===== src/rtl/lap_stopwatch_if.sv =====
// Handshake bundle between the watch FSM / display mux (master) and the
// lap stopwatch (slave). Widths follow the stopwatch parameters.
interface lap_stopwatch_if #(
  parameter int MAX_MIN   = 59,
  parameter int LAP_DEPTH = 8
);
  localparam int MIN_W = $clog2(MAX_MIN + 1);
  localparam int IDX_W = (LAP_DEPTH > 1) ? $clog2(LAP_DEPTH) : 1;
  localparam int CNT_W = $clog2(LAP_DEPTH + 1);

  logic             stopwatch_mode_en;
  logic             sec_tick;
  logic             set;
  logic             lap;
  logic             recall;
  logic [MIN_W-1:0] min_out;
  logic [5:0]       sec_out;
  logic             show_lap;
  logic [IDX_W-1:0] lap_idx;
  logic [CNT_W-1:0] lap_count;
  logic             lap_full;
  logic             running;
  logic             overflow;

  modport master (
    output stopwatch_mode_en, sec_tick, set, lap, recall,
    input  min_out, sec_out, show_lap, lap_idx, lap_count, lap_full,
           running, overflow
  );

  modport slave (
    input  stopwatch_mode_en, sec_tick, set, lap, recall,
    output min_out, sec_out, show_lap, lap_idx, lap_count, lap_full,
           running, overflow
  );
endinterface


===== src/rtl/lap_stopwatch.sv =====
// mm:ss stopwatch with a LAP_DEPTH-entry lap buffer, timed lap freeze on
// capture and lap recall while stopped. All outputs are registered.
module lap_stopwatch #(
  parameter int MAX_MIN    = 59,
  parameter int LAP_DEPTH  = 8,
  parameter int HOLD_TICKS = 2
) (
  input logic            clk,
  input logic            rst,
  lap_stopwatch_if.slave bus
);
  localparam int MIN_W  = $clog2(MAX_MIN + 1);
  localparam int IDX_W  = (LAP_DEPTH > 1) ? $clog2(LAP_DEPTH) : 1;
  localparam int CNT_W  = $clog2(LAP_DEPTH + 1);
  localparam int HOLD_W = $clog2(HOLD_TICKS + 1);

  typedef enum logic [1:0] {IDLE, RUN, STOP} state_t;

  typedef struct packed {
    logic [MIN_W-1:0] min;
    logic [5:0]       sec;
  } mmss_t;

  state_t           state_q, state_d;
  mmss_t            live_q, live_d, live_inc, disp_q, disp_d;
  mmss_t            laps_q [LAP_DEPTH];
  logic [CNT_W-1:0] count_q, count_d, ptr_q, ptr_d;
  logic [HOLD_W-1:0] hold_q, hold_d;
  logic [IDX_W-1:0] idx_q, idx_d;
  logic             show_q, show_d, ovf_q, ovf_d, full_q, run_q;
  logic             wrap, cap_en, do_clear;

  // Live count advanced by one second, with wrap detection at MAX_MIN:59.
  always_comb begin
    live_inc = live_q;
    wrap     = 1'b0;
    if (live_q.sec == 6'd59) begin
      live_inc.sec = '0;
      if (live_q.min == MIN_W'(MAX_MIN)) begin
        live_inc.min = '0;
        wrap         = 1'b1;
      end else begin
        live_inc.min = live_q.min + MIN_W'(1);
      end
    end else begin
      live_inc.sec = live_q.sec + 6'd1;
    end
  end

  // NOTE: every variable gets a default at the top of the block, so no path
  // can leave one unassigned and infer a latch; combinational logic uses '='.
  always_comb begin
    state_d  = state_q;
    live_d   = live_q;
    count_d  = count_q;
    ptr_d    = ptr_q;
    hold_d   = hold_q;
    show_d   = show_q;
    idx_d    = idx_q;
    ovf_d    = ovf_q;
    cap_en   = 1'b0;
    do_clear = 1'b0;

    if (!bus.stopwatch_mode_en) begin
      do_clear = 1'b1;
    end else begin
      case (state_q)
        IDLE: begin
          if (bus.set) begin
            state_d = RUN;
            show_d  = 1'b0;
            ptr_d   = '0;
            hold_d  = '0;
          end
        end
        RUN: begin
          // The tick counts even when set stops the watch this cycle.
          if (bus.sec_tick) begin
            live_d = live_inc;
            if (wrap) ovf_d = 1'b1;
          end
          if (bus.set) begin
            state_d = STOP;
          end else if (bus.lap && !full_q) begin
            cap_en  = 1'b1;
            count_d = count_q + CNT_W'(1);
            show_d  = 1'b1;
            idx_d   = count_q[IDX_W-1:0];
            hold_d  = HOLD_W'(HOLD_TICKS);
          end
          if (!cap_en && show_q && bus.sec_tick) begin
            if (hold_q <= HOLD_W'(1)) begin
              show_d = 1'b0;
              hold_d = '0;
            end else begin
              hold_d = hold_q - HOLD_W'(1);
            end
          end
        end
        STOP: begin
          if (bus.set) begin
            state_d = RUN;
            show_d  = 1'b0;
            ptr_d   = '0;
            hold_d  = '0;
          end else if (bus.lap) begin
            do_clear = 1'b1;
          end else if (bus.recall && count_q != '0) begin
            hold_d = '0;
            // ptr_q == count_q means every entry has been shown: back to live.
            if (ptr_q < count_q) begin
              show_d = 1'b1;
              idx_d  = ptr_q[IDX_W-1:0];
              ptr_d  = ptr_q + CNT_W'(1);
            end else begin
              show_d = 1'b0;
              ptr_d  = '0;
            end
          end
        end
        default: state_d = IDLE;
      endcase
    end

    if (do_clear) begin
      state_d = IDLE;
      live_d  = '0;
      count_d = '0;
      ptr_d   = '0;
      hold_d  = '0;
      show_d  = 1'b0;
      idx_d   = '0;
      ovf_d   = 1'b0;
    end

    // A fresh capture shows the pre-increment count that is being written.
    if (cap_en)      disp_d = live_q;
    else if (show_d) disp_d = laps_q[idx_d];
    else             disp_d = live_d;
  end

  // NOTE: the lap buffer is reset along with the control state so a recall
  // can never expose stale contents; sequential state uses '<=' only.
  always_ff @(posedge clk or posedge rst) begin
    if (rst) begin
      state_q <= IDLE;
      live_q  <= '0;
      disp_q  <= '0;
      count_q <= '0;
      ptr_q   <= '0;
      hold_q  <= '0;
      idx_q   <= '0;
      show_q  <= 1'b0;
      ovf_q   <= 1'b0;
      full_q  <= 1'b0;
      run_q   <= 1'b0;
      for (int i = 0; i < LAP_DEPTH; i++) laps_q[i] <= '0;
    end else begin
      state_q <= state_d;
      live_q  <= live_d;
      disp_q  <= disp_d;
      count_q <= count_d;
      ptr_q   <= ptr_d;
      hold_q  <= hold_d;
      idx_q   <= idx_d;
      show_q  <= show_d;
      ovf_q   <= ovf_d;
      full_q  <= (count_d == CNT_W'(LAP_DEPTH));
      run_q   <= (state_d == RUN);
      if (cap_en) laps_q[count_q[IDX_W-1:0]] <= live_q;
    end
  end

  assign bus.min_out   = disp_q.min;
  assign bus.sec_out   = disp_q.sec;
  assign bus.show_lap  = show_q;
  assign bus.lap_idx   = idx_q;
  assign bus.lap_count = count_q;
  assign bus.lap_full  = full_q;
  assign bus.running   = run_q;
  assign bus.overflow  = ovf_q;
endmodule


===== src/flat_wrapper.sv =====
// flat-port wrapper written by rule: the top's interface ports become plain ports
module lap_stopwatch_flat 
#(
  parameter int MAX_MIN    = 59,
  parameter int LAP_DEPTH  = 8,
  parameter int HOLD_TICKS = 2
)
  (clk, rst, bus_stopwatch_mode_en, bus_sec_tick, bus_set, bus_lap, bus_recall, bus_min_out, bus_sec_out, bus_show_lap, bus_lap_idx, bus_lap_count, bus_lap_full, bus_running, bus_overflow);
  lap_stopwatch_if #(.MAX_MIN(MAX_MIN), .LAP_DEPTH(LAP_DEPTH)) bus_i ();
  input logic clk;
  input logic rst;
  input wire logic [$bits(bus_i.stopwatch_mode_en)-1:0] bus_stopwatch_mode_en;
  input wire logic [$bits(bus_i.sec_tick)-1:0] bus_sec_tick;
  input wire logic [$bits(bus_i.set)-1:0] bus_set;
  input wire logic [$bits(bus_i.lap)-1:0] bus_lap;
  input wire logic [$bits(bus_i.recall)-1:0] bus_recall;
  output wire logic [$bits(bus_i.min_out)-1:0] bus_min_out;
  output wire logic [$bits(bus_i.sec_out)-1:0] bus_sec_out;
  output wire logic [$bits(bus_i.show_lap)-1:0] bus_show_lap;
  output wire logic [$bits(bus_i.lap_idx)-1:0] bus_lap_idx;
  output wire logic [$bits(bus_i.lap_count)-1:0] bus_lap_count;
  output wire logic [$bits(bus_i.lap_full)-1:0] bus_lap_full;
  output wire logic [$bits(bus_i.running)-1:0] bus_running;
  output wire logic [$bits(bus_i.overflow)-1:0] bus_overflow;
  assign bus_i.stopwatch_mode_en = bus_stopwatch_mode_en;
  assign bus_i.sec_tick = bus_sec_tick;
  assign bus_i.set = bus_set;
  assign bus_i.lap = bus_lap;
  assign bus_i.recall = bus_recall;
  assign bus_min_out = bus_i.min_out;
  assign bus_sec_out = bus_i.sec_out;
  assign bus_show_lap = bus_i.show_lap;
  assign bus_lap_idx = bus_i.lap_idx;
  assign bus_lap_count = bus_i.lap_count;
  assign bus_lap_full = bus_i.lap_full;
  assign bus_running = bus_i.running;
  assign bus_overflow = bus_i.overflow;
  lap_stopwatch #(.MAX_MIN(MAX_MIN), .LAP_DEPTH(LAP_DEPTH), .HOLD_TICKS(HOLD_TICKS)) u_core (.clk(clk), .rst(rst), .bus(bus_i));
endmodule

===== config.mk =====
export PLATFORM = sky130hd
export DESIGN_NAME = lap_stopwatch_flat
export DESIGN_NICKNAME = d
export VERILOG_FILES = /design/src/rtl/lap_stopwatch_if.sv /design/src/rtl/lap_stopwatch.sv /design/src/flat_wrapper.sv
export SDC_FILE = /design/constraint.sdc
export NUM_CORES = 1
export LEC_CHECK = 0
export CORE_MARGIN = 10
export CORE_UTILIZATION = 60
export CTS_CLUSTER_DIAMETER = 30
export CTS_CLUSTER_SIZE = 28
export DETAILED_ROUTE_END_ITERATION = 8
export GPL_TIMING_DRIVEN = 0
export PLACE_DENSITY = 0.76
export SLEW_MARGIN = 20
export SYNTH_ARGS = -nofsm -noshare
export SYNTH_HDL_FRONTEND = slang
export SYNTH_SLANG_ARGS = --single-unit

===== constraint.sdc =====
create_clock -name clk -period 6.4 [get_ports clk]
set_input_delay 1.6 -clock clk [delete_from_list [all_inputs] [get_ports clk]]
set_output_delay 1.6 -clock clk [all_outputs]
set_load 0.005 [all_outputs]

==> impl_results.md <==
- Status: finished, final reports clean
- Setup Buffers After CTS: 0
- Num Clock Sinks: 139
- Core Area: 0.0115 mm^2
- Max Root-Sink Buffers: 2
- DRT Pass-1 Iters: 5
- Slew @ Worst Pin: 951 ps
- Asr flop ratio synth: 100%
- Mapped cell area: 0.00705 mm^2
- ANT cells: 0
- Critical path peak fanout: 10
- DRC violation count after routing: 0
- Buf/Inv on CP: 4
- Pwr dens: 264 mW/mm^2
- Final setup violating endpoints: 0
- Worst skew pair latency: 430 ps
- Most frequent cells in the layout: dfrtp_1 (139), mux2_2 (97), nand2_1 (58), a21oi_1 (34), nor2_1 (32)
- CP top delay family: buffers and inverters
- Placed cells: 805
- Largest net degree at the start of global routing: 111
- Crit Path Category: primary input to register
- CTS tree: done
- Routed WL: 19.1 mm
- Worst Skew: 7.74 ps
- GRT Overall Usage: 23.6%
- Fmax: 0.236 GHz
- WL per Instance: 22.9 um
- Post-synth top area share: 49.4%
- Max-Cap Viols: 0
- Static Leak: 3.82 nW
- RSZ-0062 raised after global routing: false
- Vias in the first global route: 5440
- Routed via count: 5561
- Nets@finish: 700
- Via density: 6.65
- Worst EP arrival: 4540 ps
- Worst Setup End Kind: register
- Worst slack at placement: 1510 ps
- Sum of negative setup slack: 0 ps
- Gpl congestion: 1.01
- Crit share post-route: 66.1%
- Crit-path slowest cell: clkdlybuf4s50_1
- Synth Instances: 632
- Fin. max-slew vios: 0
- Max-slew headroom: 36.6%
- Post-synth EDFFs: 0
- Rows: 39
- DR iter-0 viols: 750
- First-pass GRT wire length: 30.0 mm
- Hold_buf cts: 0
- CTS buffer count: 17
- Req. time, crit path: 6710 ps
- Cell taking the most area after synthesis: dfrtp_1
- Yosys warnings: 0
- Avg Synthesized Cell Area: 11.1 um^2
- Die height: 128 um
- Area Growth Syn to Fin: 16.5%
- Final Hold Viols: 0
- Reg clk slew, reported paths: 60 ps
- Non-Filler Instances: 836
- Post-cts sizing count: 0
- Port Buffer Count: 29
- Worst Setup Slack, final: 2170 ps
- Min-delay worst type: register to register
- Commonest non-fill, non-tap cell in the layout: dfrtp_1
- I/O pins: 30
- Peak supply drop: 0.000321 V
- Sequential area share after synthesis: 49.4%
- Main synth FF type: dfrtp_1
- Fin Hold WS: 501 ps
- Fraction of layout cells with a size suffix above 1: 24.5%
- Die X: 128 um
- Yosys cell types: 67
- Worst Setup Start Kind: primary input
- Peak per-stage delay on the critical path: 600 ps
- Die area: 0.0165 mm^2
- GR Overflow Total: 0
- Starting density of the core: 61.4%
- Hpwl dp: 12.5 mm
- Period minus WS final: 4230 ps
- FF+latch count, synth: 139
- Htree depth: 4
- Top cells by area, synth: dfrtp_1 (49%), mux2_2 (16%), nand2_1 (3.1%)
- Post-Syn Nets: 651
- Root Driver: clkbuf_16
- Initial antenna violation count: 0
- Crit-path cells: clkdlybuf4s50_1 > buf_2 > inv_1 > o31ai_1 > o21ai_0 > a311o_1 > buf_4 > nand4_1 > a21oi_1 > a211o_1
- Antenna viol nets, final: 0
-- sequential cells by signal, indices dropped and copies added (netlist names), 2 cells and up --
register              cells
u_core.laps_q            96
u_core.live_q            12
u_core.bus.min_out        6
u_core.bus.sec_out        6
u_core.bus.lap_count      4
u_core.ptr_q              4
u_core.bus.lap_idx        3
u_core.hold_q             2
u_core.state_q            2
-- area by class of cell --
type,instances,area (um^2)
buffer,48,240
sequential,139,3480
clock inverter,11,191
fill,820,3260
timing repair buffer,30,318
inverter,17,73.8
tap,143,179
clock buffer,20,457
multi-input combinational,428,3270
-- power by group --
part,total (mW),internal [mW],switching (mW)
Sequential,0.894,0.887,0.00705
Combinational,0.189,0.0637,0.126
Clock,1.09,0.709,0.378
-- layer usage --
layer | vias up | routed length (um) | track usage, %
li1 | 2404 | - | -
met1 | 2797 | 7740 | 31.2
met2 | 310 | 9010 | 36.9
met3 | 50 | 1820 | 5.09
met4 | 0 | 548 | 9.93
met5 | - | 0 | 0
-- stage by stage --
step | util, % | total power [mW] | area [um^2]
2_1_floorplan | - | 1.03 | 7050
3_3_place_gp | 65.5 | 1.09 | 7510
3_5_place_dp | 65.9 | 1.09 | 7560
4_1_cts | 71.5 | 2.17 | 8200
5_1_grt | 71.6 | 2.23 | 8210
6_report | 71.6 | 2.17 | 8210
-- cell families after synthesis --
logic type               Yosys count  synth area share (%)
AO/OA/AOI/OAI                    115                  12.1
XOR/XNOR                          12                  1.49
adder cells (fa/ha/maj)           12                  2.13
multiplexers                     110                  17.7
AND/OR/NAND/NOR                  179                  12.8
buffers and inverters             65                  4.35
flip-flops                       139                  49.4
-- synthesized netlist by cell type, drive strengths merged, types with 3 or more instances --
library cell	instances
o211ai	7
and3	8
dfrtp	139
xor2	4
a211oi	3
clkbuf	20
a21oi	34
a211o	10
nand2b	7
nor2	32
a31oi	5
a221oi	10
mux2i	11
a32o	6
nor4	10
nand4	12
a311oi	3
ha	12
mux2	97
o31ai	5
and2	12
nand3b	5
nand2	58
inv	17
nor3	8
or3	3
nand3	14
xnor2	8
o21ai	8
buf	28
-- worst register-to-register path: stages (launching register included) --
cell and delay [ps]:
dfrtp_1 480, inv_1 250, ha_1 200, or3b_1 410, and3b_4 220, o21ai_0 300
a311o_1 210, buf_4 210, nand4_1 530, a211o_1 450, o211ai_1 110
-- worst paths after layout --
check	slack, ps	cells past startpoint	start	end
setup / recovery	2170	10	bus_stopwatch_mode_en	u_core.bus.min_out[0]
hold / removal	500	1	u_core.laps_q[75]	u_core.laps_q[75]
setup reg to reg	2940	10	u_core.bus.lap_count[1]	u_core.bus.min_out[5]
hold reg to reg	500	1	u_core.laps_q[75]	u_core.laps_q[75]
max in group asynchronous	4050	3	rst	u_core.bus.min_out[0]
min in group asynchronous	1530	2	rst	u_core.laps_q[22]
Power figures use the tool's default switching activity.
